### config.mk
export PLATFORM = sky130hd
export DESIGN_NAME = fir4_seq_ctrl
export DESIGN_NICKNAME = d
export VERILOG_FILES = /design/src/rtl/fir_pkg.sv /design/src/rtl/rca_add.sv /design/src/rtl/fir4_seq_ctrl.sv
export SDC_FILE = /design/constraint.sdc
export NUM_CORES = 1
export LEC_CHECK = 0
export ABC_AREA = 0
export CAP_MARGIN = 20
export CORE_UTILIZATION = 35
export CTS_CLUSTER_SIZE = 12
export DETAILED_ROUTE_END_ITERATION = 7
export PLACE_DENSITY = 0.58
export SKIP_CTS_REPAIR_TIMING = 1
export SLEW_MARGIN = 25
export SYNTH_ARGS = -nofsm -noshare
export SYNTH_HDL_FRONTEND = slang
export SYNTH_SLANG_ARGS = --single-unit
### constraint.sdc
create_clock -name clk -period 18.9 [get_ports clk]
set_input_delay 2.835 -clock clk [delete_from_list [all_inputs] [get_ports clk]]
set_output_delay 2.835 -clock clk [all_outputs]
set_load 0.005 [all_outputs]
### src/rtl/fir_pkg.sv
// Shared definitions for the sequential 4-tap moving-sum block.
package fir_pkg;

   // Controller states: waiting for a sample, accumulating taps, holding a result.
   typedef enum logic [1:0] {
      IDLE = 2'd0,
      ACC  = 2'd1,
      DONE = 2'd2
   } state_t;

   localparam int NTAPS = 4;
   localparam int TAP_W = 2;

   // Index of the final tap; the accumulate phase ends when the counter reaches it.
   localparam logic [TAP_W-1:0] TAP_LAST = 2'd3;

endpackage

### src/rtl/rca_add.sv
// Ripple-carry adder with carry-in tied low; the single shared adder of the block.
module rca_add #(
   parameter int W = 18
) (
   input  logic [W-1:0] a_i,
   input  logic [W-1:0] b_i,
   output logic [W-1:0] sum_o
);

   // Bit-serial carry chain; carry out of the top bit is dropped because the
   // caller sizes W so the sum can never exceed it.
   always_comb begin
      logic carry;
      carry = 1'b0;
      sum_o = '0;
      for (int i = 0; i < W; i++) begin
         sum_o[i] = a_i[i] ^ b_i[i] ^ carry;
         carry    = (a_i[i] & b_i[i]) | (carry & (a_i[i] ^ b_i[i]));
      end
   end

endmodule

### src/rtl/fir4_seq_ctrl.sv
// Sequential 4-tap moving sum: one accepted sample starts four add cycles on a
// shared adder, then the result is held until the consumer takes it.
module fir4_seq_ctrl
   import fir_pkg::*;
#(
   parameter int w = 16
) (
   input  logic         clk,
   input  logic         reset,
   input  logic         in_valid,
   output logic         in_ready,
   input  logic [w-1:0] a,
   output logic         out_valid,
   input  logic         out_ready,
   output logic [w+1:0] s,
   output logic         busy
);

   state_t             state_q;
   logic [w-1:0]       h_q [NTAPS];
   logic [TAP_W-1:0]   tap_q;
   logic [w+1:0]       acc_q;
   logic [w+1:0]       s_q;
   logic               out_valid_q;
   logic               busy_q;
   logic               in_ready_q;
   logic [w+1:0]       tap_val_d;
   logic [w+1:0]       sum_d;
   logic               accept_d;

   assign accept_d  = in_valid & in_ready_q;
   assign in_ready  = in_ready_q;
   assign out_valid = out_valid_q;
   assign s         = s_q;
   assign busy      = busy_q;

   // Select the history entry addressed by the tap counter, zero-extended to sum width.
   always_comb begin
      tap_val_d = '0;
      case (tap_q)
         2'd0:    tap_val_d = {2'b00, h_q[0]};
         2'd1:    tap_val_d = {2'b00, h_q[1]};
         2'd2:    tap_val_d = {2'b00, h_q[2]};
         2'd3:    tap_val_d = {2'b00, h_q[3]};
         default: tap_val_d = '0;
      endcase
   end

   rca_add #(.W(w + 2)) u_add (
      .a_i   (acc_q),
      .b_i   (tap_val_d),
      .sum_o (sum_d)
   );

   // Controller, history shift register, accumulator and registered handshake outputs.
   always_ff @(posedge clk) begin
      if (reset) begin
         state_q     <= IDLE;
         for (int i = 0; i < NTAPS; i++) h_q[i] <= '0;
         tap_q       <= '0;
         acc_q       <= '0;
         s_q         <= '0;
         out_valid_q <= 1'b0;
         busy_q      <= 1'b0;
         in_ready_q  <= 1'b1;
      end else begin
         case (state_q)
            IDLE: begin
               if (accept_d) begin
                  h_q[0]     <= a;
                  h_q[1]     <= h_q[0];
                  h_q[2]     <= h_q[1];
                  h_q[3]     <= h_q[2];
                  tap_q      <= '0;
                  acc_q      <= '0;
                  busy_q     <= 1'b1;
                  in_ready_q <= 1'b0;
                  state_q    <= ACC;
               end else begin
                  state_q <= IDLE;
               end
            end
            ACC: begin
               acc_q <= sum_d;
               tap_q <= tap_q + 2'd1;
               if (tap_q == TAP_LAST) begin
                  s_q         <= sum_d;
                  out_valid_q <= 1'b1;
                  state_q     <= DONE;
               end else begin
                  state_q <= ACC;
               end
            end
            DONE: begin
               if (out_ready) begin
                  out_valid_q <= 1'b0;
                  busy_q      <= 1'b0;
                  in_ready_q  <= 1'b1;
                  state_q     <= IDLE;
               end else begin
                  state_q <= DONE;
               end
            end
            default: begin
               state_q     <= IDLE;
               out_valid_q <= 1'b0;
               busy_q      <= 1'b0;
               in_ready_q  <= 1'b1;
            end
         endcase
      end
   end

endmodule

[Yosys cells after proc, flatten, opt, wreduce, memory -nomap -nowiden]
Memories as Yosys holds them, arrays and structs flattened.
Index checks and enable logic that the tools add are counted.
Cells by class
  $add $sub $neg: 1
  eq/ne operators: 8
  multiplexer cells: 27
  bitwise logic cells: 91
  reductions and logical operators: 7
Operators with widths (count)
  case mux 18 bit (4 select lines): 1
  2-to-1 mux 16 bit: 4
  case mux 18 bit (2 select lines): 1
  XOR 1 bit: 35
  bitwise AND 1 bit: 34
  OR 1 bit: 20
  2-to-1 mux 18 bit: 1
  2-to-1 mux 1 bit: 12
  case mux 1 bit (3 select lines): 3
  equality test 2 bit (second input constant): 3
  2-to-1 mux 2 bit: 3
  inequality test 2 bit (second input constant): 3
  case mux 2 bit (3 select lines): 1
  AND reduction 3 bit: 2
  equality test 2 x 1 -> 1 bit (second input constant): 2
  zero test 2 bit: 2
  case mux 2 bit (2 select lines): 1
  AND reduction 2 bit: 2
  adder 2 x 1 -> 2 bit (second input constant): 1
  NOT 1 bit: 2
  nonzero test 2 bit: 1
Word-level totals
  flip-flop bits (word level): 43
  memory bits (writable): 64
  input bits: 20
  output and inout port bits: 21
  logic and storage cells: 142
  memories: 1
Memories
  h_q: words 4, width 16, read ports 4, clocked after memory_dff 0, wr ports 4, line fir4_seq_ctrl.sv:20  | logic [w-1:0] h_q [NTAPS];

[Logic depth before layout (Yosys ltp)]
  depth in word-level cells: 37
  depth in mapped cells: 25
  mapped depth without buffers: 24

[Hierarchy]
A second synthesis with hierarchy kept.
Second synthesis, totals
  cells, all modules: 369
  area total of the unflattened synthesis: 4758.3 um^2
By module, submodules not included
  fir4_seq_ctrl: times used 1, cells each 346, area each 4383.0 um^2, sequential area each 2782.7 um^2
  rca_add: times used 1, cells each 23, area each 375.4 um^2, sequential area each 0.0 um^2

[Least setup slack after synthesis]
Ideal clock, no wire load.
  path kind: register -> register
  from: register tap_q[1]
  to: register acc_q[17]
  setup time: 0.132 ns
  arrival: 7.685 ns
  data required time: 18.768 ns
  path slack: 11.083 ns
  cell stages (with the launch flop): 26
  buffers on the path: 1
  clock period less this slack: 7.817 ns
  cell sequence: dfxtp_1 > inv_1 > ha_1 > clkbuf_1 > a222oi_1 > mux2i_1 > ha_1 > fa_1 > fa_1 > fa_1 > fa_1 > fa_1 > fa_1 > fa_1 > fa_1 > fa_1 > fa_1 > fa_1 > fa_1 > fa_1 > fa_1 > fa_1 > ha_1 > nor3b_1 > o21ai_0 > a21oi_1
On the way
  word-level cells in the longest chain between the ends: 37
  elaborated cells on any way between the ends: 70
  those cells by class: eq/ne: 3; mux: 2; bitwise: 64; reduce/logical: 1
RTL lines
  start, declared: line fir4_seq_ctrl.sv:21  | logic [TAP_W-1:0] tap_q;
  start signal, assigned: line fir4_seq_ctrl.sv:85  | tap_q <= tap_q + 2'd1;
  equality test 2 bit, or another cell as far along: line fir4_seq_ctrl.sv:40  | case (tap_q)
  case mux 18 bit (4 select lines) *: line fir4_seq_ctrl.sv:40
  bitwise AND 1 bit / XOR 1 bit (equally long branches): line rca_add.sv:18  | carry = (a_i[i] & b_i[i]) | (carry & (a_i[i] ^ b_i[i]));
  bitwise AND 1 bit: line rca_add.sv:18
  OR 1 bit: line rca_add.sv:18
  bitwise AND 1 bit: line rca_add.sv:18
  OR 1 bit: line rca_add.sv:18
  bitwise AND 1 bit: line rca_add.sv:18
  (+21 left out)
  bitwise AND 1 bit: line rca_add.sv:18
  OR 1 bit: line rca_add.sv:18
  bitwise AND 1 bit: line rca_add.sv:18
  OR 1 bit *: line rca_add.sv:18
  bitwise AND 1 bit *: line rca_add.sv:18
  OR 1 bit *: line rca_add.sv:18
  XOR 1 bit *: line rca_add.sv:17  | sum_o[i] = a_i[i] ^ b_i[i] ^ carry;
  case mux 18 bit (2 select lines) *: line fir4_seq_ctrl.sv:67  | case (state_q)
  end signal, assigned: line fir4_seq_ctrl.sv:84  | acc_q <= sum_d;
  end, declared: line fir4_seq_ctrl.sv:22  | logic [w+1:0] acc_q;
Mark *: on every way between the ends. The rest lies on a longest branch, timed or not. The select of a mux whose other input is x is not followed.
A chain may end at the register's enable or synchronous reset.

[Final worst setup path]
  from: register tap_q[0]
  to: register acc_q[17]
The elaborated chain is that of the path after synthesis.

==> run_summary.xml <==
<?xml version="1.0" encoding="UTF-8"?>
<metrics>
  <group name="placement">
    <metric name="routabilityCongestion" unit="">0.7484</metric>
    <metric name="dpl.cell_count" unit="">560</metric>
    <metric name="number_of_input_and_output_port_buffers_inserted" unit="">40</metric>
    <metric name="detailedPlacementHpwl" unit="µm">5594</metric>
  </group>
  <group name="synth">
    <metric name="synth_top_cells_by_area" unit="">edfxtp_1, dfxtp_1, and2_1, fa_1, a222oi_1</metric>
    <metric name="synth_seq_cells" unit="">107</metric>
    <metric name="synth_cells" unit="">368</metric>
    <metric name="syn_area_per_cell" unit="µm²">12.76</metric>
    <metric name="synth-simple-area-share" unit="%">13.61</metric>
    <metric name="synth_top_area_cell" unit="">edfxtp_1</metric>
    <metric name="synth.net_count" unit="">409</metric>
    <metric name="synthDistinctLibCells" unit="">37</metric>
    <metric name="synth-seq-area-share" unit="%">59.24</metric>
    <metric name="post_synthesis_instance_area" unit="µm²">4697</metric>
    <metric name="synth-adder-area-share" unit="%">7.991</metric>
    <metric name="synth_top_family_by_area" unit="">simple AND/OR/NAND/NOR gates</metric>
    <metric name="yosysTopAreaCellShare" unit="%">40.92</metric>
    <metric name="synth_compound_gate_area_share" unit="%">10.39</metric>
    <metric name="yosys-mux-area-fraction" unit="%">3.649</metric>
    <metric name="synth-xor-area-share" unit="%">0.1865</metric>
    <metric name="synth.yosys.warnings" unit="">0</metric>
  </group>
  <group name="critical_path">
    <metric name="worstSetupStartpointType" unit="">register</metric>
    <metric name="critPathCaptureType" unit="">register</metric>
    <metric name="critPathLaunch" unit="">tap_q[0]</metric>
    <metric name="worst-endpoint-required" unit="ps">19120</metric>
    <metric name="crit_path_max_fanout" unit="">16</metric>
    <metric name="classification_of_the_worst_setup_path" unit="">reg2reg</metric>
    <metric name="timing.rr.start" unit="">tap_q[0]</metric>
    <metric name="cp.arrival" unit="ps">8570</metric>
  </group>
  <group name="sta">
    <metric name="worst_slew_pin_slew" unit="ps">893.1</metric>
    <metric name="max-slew-margin-rel" unit="%">40.46</metric>
    <metric name="final.setup.tns" unit="ps">0</metric>
    <metric name="finalSetupViolCount" unit="">0</metric>
    <metric name="period_minus_slack" unit="ps">8352</metric>
    <metric name="maxSlewViolCount" unit="">0</metric>
    <metric name="timing.final.crit_share" unit="%">44.19</metric>
    <metric name="hold_viol_final" unit="">0</metric>
    <metric name="grt_setup_unrepaired" unit="">no</metric>
    <metric name="clock_skew" unit="ps">7.441</metric>
    <metric name="clock.fmax" unit="MHz">119.7</metric>
  </group>
  <group name="global_routing">
    <metric name="globalRouteTotalUtil" unit="%">12.62</metric>
    <metric name="globalRouteOverflowTotal" unit="">0</metric>
    <metric name="initial_antenna_violation_count" unit="">0</metric>
    <metric name="grt_max_degree" unit="">65</metric>
    <metric name="grt_pass1_wl" unit="µm">13720</metric>
    <metric name="via_count_of_the_first_global_routing_pass" unit="">2689</metric>
  </group>
  <group name="layout">
    <metric name="layout.cells.most_common_list" unit="">and2_1, edfxtp_1, dfxtp_1</metric>
    <metric name="post_route_cells_drive_above_1_share" unit="%">5.198</metric>
    <metric name="final.fill_count" unit="">1229</metric>
    <metric name="final_antenna_diode_count" unit="">0</metric>
    <metric name="finish.net_count" unit="">440</metric>
    <metric name="multi_input_comb_area" unit="µm²">1683</metric>
    <metric name="post_layout_nonfiller_instances" unit="">576</metric>
    <metric name="area_growth" unit="%">16.33</metric>
    <metric name="reg_area" unit="µm²">2783</metric>
  </group>
  <group name="cts">
    <metric name="clkSlewWorstSetupHoldPaths" unit="ps">70</metric>
    <metric name="ctsHtreeMaxLevel" unit="">3</metric>
    <metric name="cts.sink_count" unit="">107</metric>
    <metric name="tritoncts" unit="">built</metric>
    <metric name="ctsLongestPathBuffers" unit="">2</metric>
    <metric name="clock_insertion_delay_worst_skew" unit="ps">340</metric>
    <metric name="tritoncts.num_buffers" unit="">9</metric>
    <metric name="clock_tree.root_cell" unit="">clkbuf_16</metric>
  </group>
  <group name="drt">
    <metric name="viasPerCell" unit="">4.762</metric>
    <metric name="detail_route.iter0.violations" unit="">290</metric>
    <metric name="detailroute.via_count" unit="">2743</metric>
    <metric name="drc" unit="">1</metric>
    <metric name="ant_nets" unit="">0</metric>
    <metric name="wl" unit="µm">8304</metric>
    <metric name="wire_per_inst" unit="µm">14.42</metric>
    <metric name="drt_first_pass_iters" unit="">8</metric>
  </group>
  <group name="floorplanning">
    <metric name="initial_core_util" unit="%">36.48</metric>
    <metric name="die_y_extent" unit="µm">117.8</metric>
    <metric name="boundaryPins" unit="">41</metric>
    <metric name="fp-row-count" unit="">41</metric>
    <metric name="dieWidth" unit="µm">117.8</metric>
    <metric name="die_area" unit="µm²">13890</metric>
    <metric name="floorplan.core_area" unit="µm²">12880</metric>
  </group>
  <group name="power">
    <metric name="leakagePower" unit="nW">2.116</metric>
    <metric name="peakVddDrop" unit="V">0.00004477</metric>
    <metric name="p_per_area" unit="nW/µm²">90.37</metric>
  </group>
  <group name="status">
    <metric name="violations" unit="">design-rule violations</metric>
    <metric name="outcome" unit="">finished with violations</metric>
  </group>
  <group name="job">
    <metric name="max_cap_violations" unit="">0</metric>
  </group>
  <group name="worst_hold_path">
    <metric name="timing.hold.worst.class" unit="">reg2reg</metric>
    <metric name="hp-start" unit="">s[10]</metric>
  </group>
</metrics>
-- cells in the mapped netlist (all sizes together) --
library cell,number
nor3,1
buf,18
dfxtp,43
xnor2,1
a21o,1
a22oi,1
a222oi,16
and2,64
a22o,18
and4bb,1
and2b,1
and3b,1
mux2i,16
inv,20
a311oi,1
o21ai,3
edfxtp,64
a21oi,24
nor2,4
nor2b,1
or3,1
nand3b,1
or2,2
clkbuf,5
nor3b,2
ha,6
nand2,35
mux2,1
a211oi,1
fa,15
-- logic make-up (layout without fill, tap and decap cells) --
| kind of cell | after synthesis | in the layout |
|---|---|---|
| adders and majority gates | 21 | 21 |
| buffers and inverters | 43 | 79 |
| and+or+nand+nor | 114 | 114 |
| DFF | 107 | 107 |
| AOI/OAI and AO/OA | 65 | 65 |
| muxes | 17 | 17 |
| xor gates and xnor gates | 1 | 1 |
-- registers in the layout, indices dropped and copies added (netlist names) --
| name | flops |
|---|---|
| acc_q | 18 |
| busy | 1 |
| h_q | 64 |
| in_ready | 1 |
| out_valid | 1 |
| s | 18 |
| state_q | 2 |
| tap_q | 2 |
-- worst max-delay path, stage by stage, from the launching register on --
cell and delay (ps):
dfxtp_1 350, inv_1 90, ha_1 750, mux2i_1 190
ha_1 240, fa_1 400, fa_1 400, fa_1 400
fa_1 390, fa_1 410, fa_1 410, fa_1 400
fa_1 410, fa_1 410, fa_1 410, fa_1 400
fa_1 400, fa_1 400, fa_1 390, fa_1 380
ha_1 220, nor3b_1 140, o21ai_0 160, a21oi_1 90
-- layer usage --
metal,part of all wire [%],track usage [%],wire [µm],vias to the layer above
li1,-,-,-,1358
met1,52,18.08,4335,1308
met2,42,18.13,3463,70
met3,4.6,3.828,385,7
met4,1.4,3.926,120,0
met5,0,0,0,-
-- layout make-up --
class | instances | share of cell area (%)
Multi-Input combinational cell | 218 | 30.80
Clock buffer | 11 | 4.442
Inverter | 20 | 1.374
Tap cell | 172 | 3.939
Timing Repair Buffer | 43 | 7.740
Sequential cell | 107 | 50.93
Clock inverter | 5 | 0.7786
-- power breakdown --
group          total (W)  switching [W]  internal (W)
Sequential      0.000271     0.00000806      0.000263
Combinational  0.0000446      0.0000248     0.0000199
Clock           0.000178      0.0000792     0.0000993
Total           0.000494       0.000112      0.000382
-- metrics by stage --
stage	setup WS [ps]	instance area (µm²)	util (%)	power (W)	hold WS, ps
6_report	10550	5464	42.44	0.0004938	454.2
5_1_grt	10210	5464	42.44	0.0005144	476.3
4_1_cts	10540	5464	42.44	0.0005001	457.7
3_5_place_dp	10620	5179	40.22	0.0003209	448.2
3_3_place_gp	10770	5179	40.22	0.0003201	443.4
2_1_floorplan	11080	4697	-	0.0003051	448.7
-- final timing paths --
| kind | to | slack [ps] | cells after the start |
|---|---|---|---|
| min reg2reg | s[10] | 450 | 2 |
| min | s[10] | 450 | 2 |
| max reg2reg | acc_q[17] | 10550 | 23 |
| max | acc_q[17] | 10550 | 23 |
Power figures use the tool's default switching activity.
